## src/rtl/fetch_pkg.sv

```systemverilog
// Shared definitions for the instruction-fetch slice.
// Provides the NOP/EBREAK encodings, the fetch FSM state type and the
// prefetch queue entry layout ({pc, instr}).
package fetch_pkg;

  localparam int FETCH_PC_W   = 32;
  localparam int FETCH_DATA_W = 32;

  localparam logic [FETCH_DATA_W-1:0] NOP_INSTR    = 32'h00000013;
  localparam logic [FETCH_DATA_W-1:0] EBREAK_INSTR = 32'h00100073;

  typedef enum logic [1:0] {
    S_BOOT = 2'd0,
    S_RUN  = 2'd1,
    S_HALT = 2'd2
  } fetch_state_t;

  typedef struct packed {
    logic [FETCH_PC_W-1:0]   pc;
    logic [FETCH_DATA_W-1:0] instr;
  } fetch_entry_t;

endpackage

```

## src/rtl/fetch_queue.sv

```systemverilog
// Prefetch queue: synchronous FIFO of fetch_entry_t.
// Ports:
//   clk, rst   : clock, asynchronous active-high reset (empties the queue)
//   push_i     : write entry_i (ignored when full unless popping same cycle)
//   entry_i    : entry to store
//   pop_i      : drop the head entry (ignored when empty)
//   flush_i    : discard all entries; wins over push_i and pop_i
//   head_o     : current head entry (undefined content when empty)
//   full_o     : all DEPTH entries occupied
//   empty_o    : no entries held
module fetch_queue
  import fetch_pkg::*;
#(
  parameter int DEPTH = 2
) (
  input  logic         clk,
  input  logic         rst,
  input  logic         push_i,
  input  fetch_entry_t entry_i,
  input  logic         pop_i,
  input  logic         flush_i,
  output fetch_entry_t head_o,
  output logic         full_o,
  output logic         empty_o
);

  localparam int PTR_W = $clog2(DEPTH);

  fetch_entry_t     mem_q [DEPTH];
  logic [PTR_W-1:0] wr_ptr_q, wr_ptr_d;
  logic [PTR_W-1:0] rd_ptr_q, rd_ptr_d;
  logic [PTR_W:0]   count_q,  count_d;
  logic             wr_en, rd_en;

  assign full_o  = (count_q == (PTR_W+1)'(DEPTH));
  assign empty_o = (count_q == '0);
  assign head_o  = mem_q[rd_ptr_q];

  // A write into a full queue is allowed only when the head leaves the
  // same cycle, so occupancy stays at DEPTH.
  assign wr_en = push_i && !flush_i && (!full_o || pop_i);
  assign rd_en = pop_i && !flush_i && !empty_o;

  always_comb begin
    wr_ptr_d = wr_ptr_q;
    rd_ptr_d = rd_ptr_q;
    count_d  = count_q;
    if (flush_i) begin
      wr_ptr_d = '0;
      rd_ptr_d = '0;
      count_d  = '0;
    end else begin
      if (wr_en) wr_ptr_d = wr_ptr_q + 1'b1;
      if (rd_en) rd_ptr_d = rd_ptr_q + 1'b1;
      case ({wr_en, rd_en})
        2'b10:   count_d = count_q + 1'b1;
        2'b01:   count_d = count_q - 1'b1;
        default: count_d = count_q;
      endcase
    end
  end

  always_ff @(posedge clk or posedge rst) begin
    if (rst) begin
      wr_ptr_q <= '0;
      rd_ptr_q <= '0;
      count_q  <= '0;
    end else begin
      wr_ptr_q <= wr_ptr_d;
      rd_ptr_q <= rd_ptr_d;
      count_q  <= count_d;
    end
  end

  // Storage needs no reset: empty_o masks stale content.
  always_ff @(posedge clk) begin
    if (wr_en) mem_q[wr_ptr_q] <= entry_i;
  end

endmodule

```

## src/rtl/fetch_unit.sv

```systemverilog
// Instruction-fetch sequencer. Owns the byte-address fetch PC, addresses an
// asynchronous-read ROM, buffers fetched words in a prefetch queue and
// presents the head to decode.
// Handshake: the head is transferred on a rising edge where instr_valid and
// instr_ready are both high; instr/instr_pc are stable while instr_valid is
// high and not yet accepted, and hold NOP/0 while the queue is empty.
// Ports:
//   clk, rst        : clock, asynchronous active-high reset
//   fetch_en        : permit fetching
//   rom_addr        : ROM word address (fpc[ADDRESS_WIDTH+1:2])
//   rom_instr       : ROM data, combinational from rom_addr
//   redirect_valid  : branch/jump taken; flushes the queue
//   redirect_pc     : redirect target byte address (low 2 bits dropped)
//   instr_valid     : queue head valid
//   instr, instr_pc : queue head instruction and its PC
//   instr_ready     : decode accepts the head
//   halted          : fetch stopped after an ebreak
//   state_dbg       : current FSM state (fetch_state_t encoding)
module fetch_unit
  import fetch_pkg::*;
#(
  parameter int                   ADDRESS_WIDTH = 5,
  parameter int                   DATA_WIDTH    = FETCH_DATA_W,
  parameter int                   PC_WIDTH      = FETCH_PC_W,
  parameter int                   QUEUE_DEPTH   = 2,
  parameter logic [PC_WIDTH-1:0]  RESET_PC      = '0
) (
  input  logic                     clk,
  input  logic                     rst,
  input  logic                     fetch_en,
  output logic [ADDRESS_WIDTH-1:0] rom_addr,
  input  logic [DATA_WIDTH-1:0]    rom_instr,
  input  logic                     redirect_valid,
  input  logic [PC_WIDTH-1:0]      redirect_pc,
  output logic                     instr_valid,
  output logic [DATA_WIDTH-1:0]    instr,
  output logic [PC_WIDTH-1:0]      instr_pc,
  input  logic                     instr_ready,
  output logic                     halted,
  output logic [1:0]               state_dbg
);

  fetch_state_t          state_q, state_d;
  logic [PC_WIDTH-1:0]   fpc_q, fpc_d;
  fetch_entry_t          push_entry, head;
  logic                  q_full, q_empty;
  logic                  pop, push, flush;

  assign rom_addr    = fpc_q[ADDRESS_WIDTH+1:2];
  assign instr_valid = !q_empty;
  assign instr       = q_empty ? NOP_INSTR : head.instr;
  assign instr_pc    = q_empty ? '0 : head.pc;
  assign halted      = (state_q == S_HALT);
  assign state_dbg   = state_q;

  assign pop   = instr_valid && instr_ready;
  assign push  = (state_q == S_RUN) && fetch_en && !redirect_valid && (!q_full || pop);
  // Redirects during boot are ignored entirely.
  assign flush = redirect_valid && (state_q != S_BOOT);

  assign push_entry.pc    = fpc_q;
  assign push_entry.instr = rom_instr;

  always_comb begin
    state_d = state_q;
    fpc_d   = fpc_q;
    case (state_q)
      S_BOOT: state_d = S_RUN;
      S_RUN:  if (push && (rom_instr == EBREAK_INSTR)) state_d = S_HALT;
      S_HALT: if (redirect_valid) state_d = S_RUN;
      default: state_d = S_BOOT;
    endcase
    if (flush) begin
      fpc_d = redirect_pc & ~PC_WIDTH'(3);
    end else if (push) begin
      fpc_d = fpc_q + PC_WIDTH'(4);
    end
  end

  always_ff @(posedge clk or posedge rst) begin
    if (rst) begin
      state_q <= S_BOOT;
      fpc_q   <= RESET_PC;
    end else begin
      state_q <= state_d;
      fpc_q   <= fpc_d;
    end
  end

  fetch_queue #(.DEPTH(QUEUE_DEPTH)) u_queue (
    .clk     (clk),
    .rst     (rst),
    .push_i  (push),
    .entry_i (push_entry),
    .pop_i   (pop),
    .flush_i (flush),
    .head_o  (head),
    .full_o  (q_full),
    .empty_o (q_empty)
  );

endmodule

```

## config.mk

```make
export PLATFORM = sky130hd
export DESIGN_NAME = fetch_unit
export DESIGN_NICKNAME = d
export VERILOG_FILES = /design/src/rtl/fetch_pkg.sv /design/src/rtl/fetch_queue.sv /design/src/rtl/fetch_unit.sv
export SDC_FILE = /design/constraint.sdc
export NUM_CORES = 1
export LEC_CHECK = 0
export BUFFER_PORTS_ARGS = -buffer_cell sky130_fd_sc_hd__buf_2
export CORE_MARGIN = 4
export CORE_UTILIZATION = 47
export CTS_CLUSTER_DIAMETER = 100
export DETAILED_ROUTE_END_ITERATION = 12
export GPL_ROUTABILITY_DRIVEN = 0
export GPL_TIMING_DRIVEN = 0
export PLACE_DENSITY = 0.8
export SLEW_MARGIN = 20
export SYNTH_ARGS = -nofsm -noshare
export SYNTH_HDL_FRONTEND = slang
export SYNTH_SLANG_ARGS = --single-unit
export TNS_END_PERCENT = 10
```

## constraint.sdc

```tcl
create_clock -name clk -period 4.14 [get_ports clk]
set_input_delay 0.207 -clock clk [delete_from_list [all_inputs] [get_ports clk]]
set_output_delay 0.207 -clock clk [all_outputs]
set_load 0.05 [all_outputs]
```

Word level (Yosys, flattened, before mapping) --
Memory sizes are Yosys's and may differ from the RTL's. Index checks and enable logic that the tools add are counted.
Storage, ports and cells: logic and storage cells 57, register bits 38, bits of input ports 69, memories 1, output and inout port bits 73, RAM bits 128
Operators by class: mux-type cells 15, add/subtract/negate cells 5, reduce and logical (&&, ||, !) cells 23, equality and inequality tests 8
Memory list:
- u_queue.mem_q | depth 2, bits a word 64, read ports 1, clocked after memory_dff 0, wr ports 1, line fetch_queue.sv:29 | fetch_entry_t mem_q [DEPTH];
Operators with widths (count):
- $mux 32 | 4
- $add 32x3->32 const B | 1
- $eq 32x21->1 const B | 1
- $logic_and 1x1->1 | 10
- $reduce_bool 2->1 | 4
- $eq 2x2->1 const B | 3
- $mux 1 | 6
- $mux 2 | 3
- $pmux 2 s3 | 1
- $eq 2x1->1 const B | 2
- $logic_not 1->1 | 4
- $logic_not 2->1 | 2
- $pmux 2 s2 | 1
- $reduce_bool 3->1 | 1
- $add 1x1->1 const B | 2
- $add 2x1->2 const B | 1
- $ne 2x1->1 const B | 1
- $ne 2x2->1 const B | 1
- $reduce_and 2->1 | 1
- $sub 2x1->2 const B | 1
- $logic_or 1x1->1 | 1

Depth between registers and ports, before layout --
depth after elaboration 10, mapped depth 7, depth with buffers taken out 6

Cells and area by module --
A second synthesis with hierarchy kept.
Unflattened totals: cells, all modules 545, area, all modules 7384.6 µm²
By module, submodules not included:
- fetch_queue | area an instance 4862.2 µm², cells each 230, seq. area each 3943.8 µm², instances 1
- fetch_unit | area an instance 2522.4 µm², cells each 315, seq. area each 800.8 µm², instances 1

Worst setup path after synthesis --
No wires, ideal clock.
path kind register to register, start point register state_q[1], in the netlist state_dbg[1], end point memory u_queue.mem_q[0][0] in the netlist's numbering, enable pin, cell stages (with the launch flop) 6, period minus slack after synthesis 4.532 ns, arrival 4.050 ns, buffers on the path 2, data required time 3.658 ns, setup time 0.482 ns, path slack -0.392 ns, path through dfrtp_1 -> nand4bb_1 -> buf_2 -> or2_2 -> clkbuf_1 -> nor2_1
On the way: longest elaborated chain between the ends 8, elaborated cells between the ends (all ways) 11, classes of those cells eq/ne (1); mux (2); reduce/logical (8)
RTL lines:
- start, declared | line fetch_unit.sv:43 | fetch_state_t state_q, state_d;
- start signal, assigned | line fetch_unit.sv:85 | state_q <= state_d;
- $eq 2x1->1 | line fetch_unit.sv:57 | assign push = (state_q == S_RUN) && fetch_en && !redirect_valid && (!q_full || pop);
- $logic_and 1x1->1 (3 in a row) | line fetch_unit.sv:57
- $logic_and 1x1->1 (*) (2 in a row) | line fetch_queue.sv:41 | assign wr_en = push_i && !flush_i && (!full_o || pop_i);
- $mux 1 (*) | line fetch_queue.sv:77 | if (wr_en) mem_q[wr_ptr_q] <= entry_i;
- $mux 1 (implied by the code) (*) | line fetch_queue.sv:77
- end, declared | line fetch_queue.sv:29
Every way passes the cells marked *; elsewhere a longest branch is shown, timed or not.

Final worst setup path --
start point register state_q[1], in the netlist state_dbg[1], end point memory u_queue.mem_q[1][26] in the netlist's numbering, enable pin
The elaborated chain is that of the path after synthesis.

==> reports/metrics.csv <==
stage;metric;value;unit
yosys;syn_inst;511;
place;place_ws;1.430;ns
critical_path;startpoint_type;register;
timing;setup_viol;0;
critical_path;path_cells;nand4bb_1, buf_2, nor2_1, clkbuf_1, and2_4, buf_12;
finish;final_common_cell;buf_2;
die;die_x;128.0;um
power_and_ir_drop;pwr-share-clk;0.414;
timing;worstMarginPinSlew;1.065;ns
routing;ant_nets;0;
min_path;holdCritPathClass;in -> reg;
clock_network;post_cts_buffers;0;
finish;mostFrequentLayoutCells;buf_2, edfxtp_1, nor2_1;
job;max_cap_violations;0;
routing;drtIter0Drc;397;
yosys;yosys_register_bits;160;
clock_network;htree_levels;4;
finish;fin_nets;788;
timing;hold_violations;0;
clock_network;clkLatencyLatePin;0.42;ns
die;dieHeight;128.0;um
power_and_ir_drop;pwr-share-comb;0.125;
finish;area_growth;31.49;%
critical_path;cp_slowest_cell;and2_4;
routing;drtPass1Iterations;5;
timing;clock_skew;0.005830;ns
die;core_area;13990;sq um
global_route;track_usage;0.2026;
timing;layout_min_cycle_time;2.755;ns
place;portBuffers;137;
power_and_ir_drop;ir_drop;0.2791;mV
routing;wire_per_inst;17.82;um
critical_path;path_buf_inv;3;
clock_network;cts_tree;done;
yosys;syn-cell-area;6770;sq um
routing;viasPerCell;5.326;
yosys;synth-edff-count;124;
clock_network;cts_root_buf;clkbuf_16;
global_route;grt_pass1_vias;4796;
timing;post-route-period-util;0.6655;
critical_path;slowest_delay;0.51;ns
critical_path;cpLargestDelayFamily;simple AND/OR/NAND/NOR gates;
timing;max_freq;363.0;MHz
die;rows;43;
finish;drive_above_1_share;0.2627;
power_and_ir_drop;powerDensity;460.2;nW/um^2
yosys;synthArstFlopShare;0.2250;
global_route;grt_overflow;0;
clock_network;max-clock-path-buffers;2;
yosys;yosys_warnings;0;
clock_network;cts_buffers;17;
routing;drc;0;
die;die_area;16390;sq um
critical_path;crit_path_max_fanout;38;
timing;fin_setup_tns;0;ns
yosys;synth.avg_cell_area;13.25;sq um
yosys;ys_dominant_reg_cell;edfxtp_1;
timing;slew_viol_final;0;
finish;postLayoutCoreUtil;0.6364;
timing;slew_headroom;0.2835;
timing;setup_ws;1.385;ns
critical_path;worstSetupPathType;reg -> reg;
place;placed_cells;833;
clock_network;clock-sinks;160;
global_route;grt_max_degree;39;
routing;wl;16240;um
critical_path;crit_path_end_kind;register;
power_and_ir_drop;p_sw;0.001015;W
finish;finalNonFillerCells;911;
run_status;status;completed;
critical_path;worstPathArrival;2.86;ns
critical_path;crit_required;4.25;ns
die;start_util;0.4840;
power_and_ir_drop;power;0.004097;W
power_and_ir_drop;p_int;0.003082;W
place;hpwl;11160;um
global_route;grt_pass1_wl;25070;um
power_and_ir_drop;p_seq_frac;0.461;
yosys;ys_seq_area_frac;0.6831;
finish;n_antenna_cell;0;
timing;grt_setup_unrepaired;no;
power_and_ir_drop;p_leak;3.388;nW
clock_network;clkSlewWorstSetupHoldPaths;0.06;ns
routing;num_vias;4852;
power_and_ir_drop;switching_share;0.2477;
global_route;antenna_found_initial;0;
die;ios;142;
yosys;synth_cell_types;40;
-- per-layer routing --
metal  vias up  wire (um)  track usage
met5         -          0            0
met4         0        255      0.06554
met3        22       1166      0.04833
met2       232       8137       0.3444
met1      2310       6677       0.2568
li1       2288          -            -
-- sequential cells by signal, indices dropped and copies added (netlist names) --
| name | cells |
|---|---|
| u_queue.mem_q | 124 |
| fpc_q | 30 |
| state_dbg | 2 |
| u_queue.count_q | 2 |
| u_queue.rd_ptr_q | 1 |
| u_queue.wr_ptr_q | 1 |
-- synthesized netlist by cell type, types with 3 or more instances --
cell / n / area share
nand2_1: 40 / 0.022
a21oi_1: 4 / 0.0030
o31ai_1: 3 / 0.0033
buf_4: 7 / 0.0078
a31oi_1: 4 / 0.0037
dfrtp_1: 36 / 0.13
xor2_1: 19 / 0.025
clkbuf_1: 15 / 0.0083
o21ai_0: 20 / 0.015
inv_1: 4 / 0.0022
o211ai_1: 3 / 0.0033
edfxtp_1: 124 / 0.55
buf_1: 5 / 0.0028
nor3_1: 7 / 0.0052
nor2_1: 77 / 0.043
nand3_1: 20 / 0.015
mux2i_1: 63 / 0.093
buf_2: 3 / 0.0022
or4_1: 5 / 0.0055
xnor2_1: 7 / 0.0091
nor4_1: 9 / 0.0083
nand4_1: 12 / 0.011
-- path summary, 6_finish.rpt --
path | endpoint | startpoint | slack, ns | cells after the start
setup / recovery | u_queue.mem_q[1][26] | state_dbg[1] | 1.39 | 6
hold / removal | fpc_q[10] | redirect_pc[10] | 0.02 | 3
setup reg to reg | u_queue.mem_q[1][26] | state_dbg[1] | 1.39 | 6
hold reg to reg | u_queue.mem_q[0][60] | fpc_q[28] | 0.52 | 0
max in group asynchronous | fpc_q[8] | rst | 3.35 | 4
min in group asynchronous | fpc_q[29] | rst | 0.34 | 3
-- stage by stage --
step / hold slack [ns] / instance area [sq um]
finish: 0.01633 / 8902
global route: 0.005301 / 8902
CTS: 0.007044 / 8902
detailed placement: 0.2361 / 7790
global placement: 0.4051 / 7687
floorplan: 0.3059 / 6777
-- power by group through the flow --
stage          Combinational (W)  Sequential [W]  Clock [W]
2_1_floorplan           0.000332         0.00190          0
6_report                0.000512         0.00189    0.00169
4_1_cts                 0.000514         0.00189    0.00171
3_5_place_dp            0.000478         0.00192          0
3_3_place_gp            0.000456         0.00192          0
5_1_grt                 0.000551         0.00190    0.00179
-- logic make-up after synthesis --
| logic type | after synthesis | synth area share |
|---|---|---|
| fa+ha+maj | 1 | 0.001848 |
| xor+xnor | 26 | 0.03364 |
| buf+inv | 34 | 0.02328 |
| flops | 160 | 0.6831 |
| mux | 63 | 0.09314 |
| simple gates | 187 | 0.1318 |
| other cells | 1 | 0.0005539 |
| compound gates | 39 | 0.03271 |
-- worst reg2reg max path: stages, from the launching register on --
cell,delay [ns]
dfrtp_1,0.42
nand4bb_1,0.20
buf_2,0.21
nor2_1,0.30
clkbuf_1,0.47
and2_4,0.51
buf_12,0.30
-- layout make-up --
type	instances	area, sq um
fill	1061	5086
sequential	160	4624
clock inverter	14	212.7
multi-input combinational	318	2002
inverter	4	15.01
timing repair buffer	187	1241
clock buffer	18	439.2
tap	180	225.2
buffer	30	142.6
-- repair_timing --
item                                   4_1_cts  5_1_grt
gates resized for setup                      0        0
hold buffers                                46        0
endpoints found under the hold margin       88        0
Power figures use the tool's default switching activity.
